[src/rtl/darkriscv_pkg.sv]
// Shared types and constants for the darkriscv fetch front end.
package darkriscv_pkg;

  localparam logic [31:0] NOP_INSN     = 32'h00000013;
  localparam logic [31:0] DEF_RESET_PC = 32'h00000000;

  typedef enum logic [1:0] {
    S_RESET = 2'd0,
    S_RUN   = 2'd1,
    S_FLUSH = 2'd2
  } fetch_state_e;

endpackage

[src/rtl/fetch_unit_reset_pipe.sv]
// Two-flop shifter that stretches rst into xreset for the downstream stages.
module reset_pipe (
  input  logic clk,
  input  logic rst,
  output logic xreset
);

  logic [1:0] pipe_q;
  logic [1:0] pipe_d;

  always_comb begin
    pipe_d = {pipe_q[0], 1'b0};
  end

  always_ff @(posedge clk) begin
    if (rst) pipe_q <= 2'b11;
    else     pipe_q <= pipe_d;
  end

  assign xreset = pipe_q[1];

endmodule

[src/rtl/fetch_unit.sv]
// Instruction-fetch front end: PC, imem request, insn/flush/xreset to the decoder,
// with stall handling, jump/branch redirects and post-redirect flushing.
module fetch_unit
  import darkriscv_pkg::*;
#(
  parameter logic [31:0] RESET_PC     = DEF_RESET_PC,
  parameter int unsigned FLUSH_CYCLES = 2
) (
  input  logic        clk,
  input  logic        rst,
  input  logic        hlt,
  input  logic        redirect,
  input  logic [31:0] redirect_pc,
  output logic [31:0] imem_addr,
  output logic        imem_req,
  input  logic [31:0] imem_data,
  output logic [31:0] insn,
  output logic [31:0] insn_pc,
  output logic        flush,
  output logic        xreset,
  output logic        misalign
);

  localparam logic [1:0] FLUSH_LD = 2'(FLUSH_CYCLES);

  logic         xreset_q;
  fetch_state_e state_q, state_d;
  logic [31:0]  pc_q, pc_d;
  logic [31:0]  fetch_pc_q, fetch_pc_d;
  logic [31:0]  insn_q, insn_d;
  logic [31:0]  insn_pc_q, insn_pc_d;
  logic [31:0]  pend_pc_q, pend_pc_d;
  logic         pend_valid_q, pend_valid_d;
  logic [1:0]   flush_cnt_q, flush_cnt_d;
  logic         misalign_q, misalign_d;
  logic         data_valid_q, data_valid_d;
  logic         hlt_q, hlt_d;
  logic [31:0]  hold_data_q, hold_data_d;

  logic         advance;
  logic         apply;
  logic [31:0]  target;

  reset_pipe u_reset_pipe (
    .clk    (clk),
    .rst    (rst),
    .xreset (xreset_q)
  );

  // fetch_pc_q is the address whose word is on imem_data this cycle; hold_data_q
  // keeps that word across a stall, since the memory re-reads pc_q while halted.
  always_comb begin
    state_d      = state_q;
    pc_d         = pc_q;
    fetch_pc_d   = fetch_pc_q;
    insn_d       = insn_q;
    insn_pc_d    = insn_pc_q;
    pend_pc_d    = pend_pc_q;
    pend_valid_d = pend_valid_q;
    flush_cnt_d  = flush_cnt_q;
    misalign_d   = 1'b0;
    data_valid_d = !xreset_q;
    hlt_d        = hlt;
    hold_data_d  = hold_data_q;

    advance = !xreset_q && !hlt;
    apply   = advance && (redirect || pend_valid_q);
    target  = redirect ? redirect_pc : pend_pc_q;

    if (!xreset_q && hlt && redirect) begin
      pend_valid_d = 1'b1;
      pend_pc_d    = redirect_pc;
    end

    if (hlt && !hlt_q) hold_data_d = imem_data;

    if (advance) begin
      pend_valid_d = 1'b0;
      fetch_pc_d   = pc_q;
      if (apply) begin
        pc_d        = {target[31:2], 2'b00};
        flush_cnt_d = FLUSH_LD;
        misalign_d  = (target[1:0] != 2'b00);
      end else begin
        pc_d = pc_q + 32'd4;
        if (flush_cnt_q != 2'd0) flush_cnt_d = flush_cnt_q - 2'd1;
      end
      if (data_valid_q) begin
        insn_d    = hlt_q ? hold_data_q : imem_data;
        insn_pc_d = fetch_pc_q;
      end
    end

    if (xreset_q) begin
      state_d = S_RESET;
    end else if (advance) begin
      if (apply)                     state_d = S_FLUSH;
      else if (flush_cnt_d == 2'd0)  state_d = S_RUN;
      else                           state_d = S_FLUSH;
    end
  end

  always_ff @(posedge clk) begin
    if (rst) begin
      state_q      <= S_RESET;
      pc_q         <= RESET_PC;
      fetch_pc_q   <= RESET_PC;
      insn_q       <= NOP_INSN;
      insn_pc_q    <= RESET_PC;
      pend_pc_q    <= 32'h0;
      pend_valid_q <= 1'b0;
      flush_cnt_q  <= 2'd0;
      misalign_q   <= 1'b0;
      data_valid_q <= 1'b0;
      hlt_q        <= 1'b0;
      hold_data_q  <= NOP_INSN;
    end else begin
      state_q      <= state_d;
      pc_q         <= pc_d;
      fetch_pc_q   <= fetch_pc_d;
      insn_q       <= insn_d;
      insn_pc_q    <= insn_pc_d;
      pend_pc_q    <= pend_pc_d;
      pend_valid_q <= pend_valid_d;
      flush_cnt_q  <= flush_cnt_d;
      misalign_q   <= misalign_d;
      data_valid_q <= data_valid_d;
      hlt_q        <= hlt_d;
      hold_data_q  <= hold_data_d;
    end
  end

  assign imem_addr = pc_q;
  assign imem_req  = !xreset_q;
  assign insn      = insn_q;
  assign insn_pc   = insn_pc_q;
  assign flush     = (flush_cnt_q != 2'd0);
  assign xreset    = xreset_q;
  assign misalign  = misalign_q;

endmodule

[config.mk]
export PLATFORM = sky130hd
export DESIGN_NAME = fetch_unit
export DESIGN_NICKNAME = d
export VERILOG_FILES = /design/src/rtl/darkriscv_pkg.sv /design/src/rtl/fetch_unit_reset_pipe.sv /design/src/rtl/fetch_unit.sv
export SDC_FILE = /design/constraint.sdc
export NUM_CORES = 1
export LEC_CHECK = 0
export BUFFER_PORTS_ARGS = -buffer_cell sky130_fd_sc_hd__buf_2
export CORE_MARGIN = 1.5
export CORE_UTILIZATION = 50
export CTS_CLUSTER_SIZE = 24
export DETAILED_ROUTE_END_ITERATION = 7
export GPL_TIMING_DRIVEN = 0
export HOLD_SLACK_MARGIN = 0.12
export PLACE_DENSITY = 0.77
export SYNTH_ARGS = -nofsm -noshare
export SYNTH_HDL_FRONTEND = slang
export SYNTH_SLANG_ARGS = --single-unit
export TNS_END_PERCENT = 100
[constraint.sdc]
create_clock -name clk -period 2.1 [get_ports clk]
set_input_delay 0.315 -clock clk [delete_from_list [all_inputs] [get_ports clk]]
set_output_delay 0.315 -clock clk [all_outputs]
set_load 0.03 [all_outputs]
==> After elaboration in Yosys (flattened, before gate mapping) <==
Cells that the tools add are included.
{ "classes": {"add_sub_neg": 2, "n_mux": 6, "n_bitwise": 2, "reduce_logical": 16} }
{ "op_table": {"columns": ["operator", "n"], "rows": [
  ["$mux W32", 3],
  ["$add A32 B3 Y32 const B", 1],
  ["$reduce_bool A2 Y1", 3],
  ["$logic_and A1 B1 Y1", 5],
  ["$mux W2", 2],
  ["$reduce_and A2 Y1", 2],
  ["$logic_not A1 Y1", 3],
  ["$reduce_or A3 Y1", 1],
  ["$not A1 Y1", 2],
  ["$reduce_or A2 Y1", 1],
  ["$sub A2 B1 Y2 const B", 1],
  ["$logic_or A1 B1 Y1", 1],
  ["$mux W1", 1]
]} }
{ "word_totals": {"reg_bits": 200, "inputBits": 68, "output_inout_bits": 100, "wordCells": 39} }

==> Depth between registers and ports, before layout <==
{ "logic_depth": {"word_depth": 5, "depth_mapped": 7, "depth_no_buf": 6} }

==> By module <==
A second synthesis with hierarchy kept.
{ "hier_totals": {"hier_cells": 1048, "area_unflattened_um2": 8171.6} }
{ "by_module_without_submodules": {"columns": ["module", "n_inst", "cells_per_inst", "area_each_um2", "seq_area_each_um2"], "rows": [
  ["fetch_unit", 1, 1045, 8125.3, 3843.7],
  ["reset_pipe", 1, 3, 46.3, 40.0]
]} }

==> Worst setup path after synthesis <==
No wires, ideal clock.
{ "synth_timing": {"kind": "register -> register", "startpoint": "register pc_q[2] (netlist: imem_addr[2])", "endpoint": "register pc_q[28] (netlist: imem_addr[28])", "setup_ps": 134, "arrival_time_ps": 2052, "setup_slack_ps": -86, "stages_incl_launch_ff": 8, "synth_period_minus_slack_ps": 2186, "cell_sequence": "dfxtp_1 -> ha_1 -> nand3_1 -> or4_1 -> buf_2 -> nor3_4 -> mux2i_1 -> o22ai_1"} }
{ "synth_via": {"elab_chain_cells": 2} }
{ "synth_rtl": {"columns": ["item", "line_no", "rtl"], "rows": [
  ["start: declaration", "fetch_unit.sv:28", "logic [31:0] pc_q, pc_d;"],
  ["start signal: assignment", "fetch_unit.sv:119", "pc_q <= pc_d;"],
  ["$add A32 B3 Y32", "fetch_unit.sv:85", "pc_d = pc_q + 32'd4;"],
  ["$mux W32", "fetch_unit.sv:80", "if (apply) begin"]
]} }
Every way passes these cells.
A chain may end at the register's enable or synchronous reset.

==> Worst setup path in the final report <==
{ "layout_timing": {"startpoint": "register pc_q[16] (netlist: imem_addr[16])", "endpoint": "register pc_q[28] (netlist: imem_addr[28])"} }
Same word-level chain as after synthesis.

==> flow_metrics.py <==
metrics = {
    "run_status": {
        "status": "completed",
    },
    "cells_and_area": {
        "layout.cells.non_filler": 1475,
        "design_area_um2": 10030,
        "finish.utilization_pct": 63.17,
        "layout-drive-gt1-share_pct": 18.03,
        "diodes": 0,
        "final_common_cell": "nand2_1",
        "area_growth_syn_to_layout_pct": 23.29,
        "final_nets": 1316,
        "layout_common_cells": "nand2_1, dfxtp_1, buf_2",
    },
    "timing": {
        "finalWorstSetupSlack_ps": 39.93,
        "setup_viol_count_final": 0,
        "hold_viol_final": 0,
        "rsz0062_at_grt": "yes",
        "finalCritPeriodShare_pct": 98.10,
        "finClkSkew_ps": 12.01,
        "fin_crit_ps": 2060,
        "fmax_ghz": 0.4854,
        "worst_slew_pin_slew_ps": 769.3,
        "slew_viol_final": 0,
        "slew-limit-headroom_pct": 48.71,
    },
    "worst_setup_path": {
        "crit_required_ps": 2390,
        "worstSetupPathType": "flip-flop to flip-flop",
        "crit_buf_inv": 1,
        "cp-start-kind": "flip-flop",
        "cp_data_arrival_time_ps": 2350,
        "cp_top_family": "simple AND/OR/NAND/NOR gates",
        "reg2reg_from": "imem_addr[16]",
        "cp_max_fo": 8,
        "end_kind": "flip-flop",
        "crit_chain": "nand3_1, or4_1, buf_4, nor3_4, mux2i_1, o22ai_1",
        "r2r_cells": 6,
        "cpPeakStageDelay_ps": 560,
        "reg2reg_to": "imem_addr[28]",
        "crit_path_top_delay_cell": "dfxtp_1",
        "reg2reg_setup_slack_ps": 40,
    },
    "worst_hold_path": {
        "min_path_cells": 3,
        "holdPathEnd": "hold_data_q[15]",
        "hold_path_startpoint": "imem_data[15]",
        "hp-class": "input pin to flip-flop",
    },
    "floorplanning": {
        "std_cell_rows": 46,
        "initial_utilization_pct": 51.24,
        "die_h_um": 130.6,
        "io_pins": 168,
        "core_um2": 15890,
        "dieWidth_um": 130.6,
        "die_area_um2": 17050,
    },
    "yosys": {
        "postSynthAreaPerCell_um2": 7.774,
        "synth-edff-count": 0,
        "yosysWarningCount": 0,
        "synthArstFlopShare_pct": 0,
        "syn_inst": 1047,
        "synth_largest_area_cell": "dfxtp_1",
        "ys_ff_latch": 194,
        "syn_area_um2": 8139,
        "synth.distinct_cells": 49,
        "synthFlopType": "dfxtp_1",
        "synth.top_cells.by_area": "dfxtp_1, nand2_1, a21oi_1",
        "ys_seq_area_share_pct": 47.72,
        "synth_top_area_share_pct": 47.72,
    },
    "place": {
        "placed_area_um2": 9234,
        "dp_cells": 1428,
        "place.gp.congestion": 0.9458,
        "post-place-ws_ps": -235.9,
        "io_buffers": 162,
        "dpl.hpwl_um": 17410,
    },
    "grt": {
        "grt_antenna_before_repair": 0,
        "grt_usage_pct": 28.23,
        "grt_pass1_vias": 7207,
        "grt_pass1_wl_um": 37460,
        "grt_max_degree": 17,
        "gr-total-overflow": 0,
    },
    "clock_network": {
        "numCtsBuffers": 17,
        "cts_max_level": 4,
        "insertion_delay_ps": 440,
        "cts_tree": "done",
        "clkTransAtPathRegs_ps": 70,
        "root_buffer": "clkbuf_16",
        "cts.path.max_buffers": 2,
        "cts.sinks": 194,
    },
    "power_and_ir_drop": {
        "leakagePower_nw": 3.851,
        "power_density_nw_per_um2": 773.8,
        "vdd_drop_max_uv": 607.7,
        "power_mw": 7.765,
    },
    "route": {
        "vias": 8161,
        "dr.first_iter.drc_count": 768,
        "ant_nets": 0,
        "wirelength_um": 24130,
        "wire_per_inst_um": 16.36,
        "drc": 0,
        "drt_first_pass_iters": 8,
        "vias_per_cell": 5.533,
    },
    "run": {
        "maxCapViolCount": 0,
    },
}
## registers in the layout (all words and copies together) (netlist names)
name / cells
hold_data_q: 32
insn: 32
pend_pc_q: 32
fetch_pc_q: 30
imem_addr: 30
insn_pc: 30
flush_cnt_q: 2
u_reset_pipe.pipe_q: 2
data_valid_q: 1
hlt_q: 1
misalign: 1
pend_valid_q: 1
## worst register-to-register path, delay by kind of cell, from the launching register on
kind,cells,cell delay [ps]
compound gates,1,90
mux,1,210
buf+inv,1,180
simple gates,3,870
flops,1,560
## power breakdown
group,internal [mW],total [mW],switching (mW),leakage (nW)
Sequential,3.76,3.83,0.0659,1.57
Combinational,0.237,0.697,0.460,1.99
Clock,1.83,3.24,1.41,0.291
## area by class of cell
cell class              instances  area, um2
inverters                      11      41.29
fillers                      1448       5851
flip-flops and latches        194       3892
clock inverters                10      130.1
repair buffers                178      965.9
multi-input cells             756       3902
well taps                     216      270.3
plain buffers                  88      367.9
clock buffers                  22      464.2
## worst max-delay path by stage
| stage | startpoint | endpoint | cells past startpoint |
|---|---|---|---|
| 2_1_floorplan | imem_addr[2] | imem_addr[28] | 7 |
| 3_3_place_gp | hlt | insn[19] | 7 |
| 3_5_place_dp | hlt | insn[19] | 7 |
| 4_1_cts | imem_addr[2] | imem_addr[28] | 7 |
| 5_1_grt | pend_valid_q | imem_addr[27] | 5 |
| 6_report | imem_addr[16] | imem_addr[28] | 6 |
## what timing repair did
item	4_1_cts	5_1_grt
resized for setup	8	17
pin swaps	0	3
setup endpoints to repair	42	60
setup buffers	0	2
hold buffers	13	1
hold endpoints to repair	13	1
## synth_stat cells, types with 2 or more instances
master / n
a211o_1: 4
a211oi_1: 36
a21o_1: 3
a21oi_1: 152
a221oi_1: 4
a22oi_1: 8
a311oi_1: 2
a31oi_1: 3
and3_1: 12
buf_1: 8
buf_2: 3
buf_4: 4
clkbuf_1: 73
dfxtp_1: 194
ha_1: 2
inv_1: 11
mux2i_1: 36
nand2_1: 298
nand2b_1: 3
nand3_1: 16
nand3b_1: 7
nand4_1: 5
nor2_1: 64
nor2b_1: 4
nor3_1: 10
nor3b_1: 2
nor4_1: 3
o211ai_1: 6
o21ai_0: 34
o22ai_1: 4
o311ai_0: 5
o31a_1: 3
o32ai_1: 3
or2_2: 4
or3_1: 5
or4_1: 3
## through the flow
stage	setup TNS (ps)	hold WS, ps
after floorplan	0	342.7
after global placement	-4230	391.7
after detailed placement	-5460	398.9
after CTS	0	120.0
after global routing	-3.155	122.6
final	0	121.7
## metal layers
metal | wire [um] | vias up | global-route usage [%] | part of all wire, %
li1 | - | 3983 | - | -
met1 | 10590 | 3749 | 38.68 | 44
met2 | 10800 | 378 | 43.13 | 45
met3 | 2051 | 51 | 6.270 | 8.5
met4 | 687 | 0 | 11.83 | 2.8
met5 | 0 | - | 0 | 0
## cells by family after synthesis
family	count (synthesis)	synth area share, %
other cells	1	0.04607
compound gates	272	19.68
flops	194	47.72
buf+inv	100	4.858
xor+xnor	1	0.1076
fa+ha+maj	2	0.3074
simple gates	441	22.86
mux	36	4.427
Note: power is estimated with default switching activity, not from simulation.
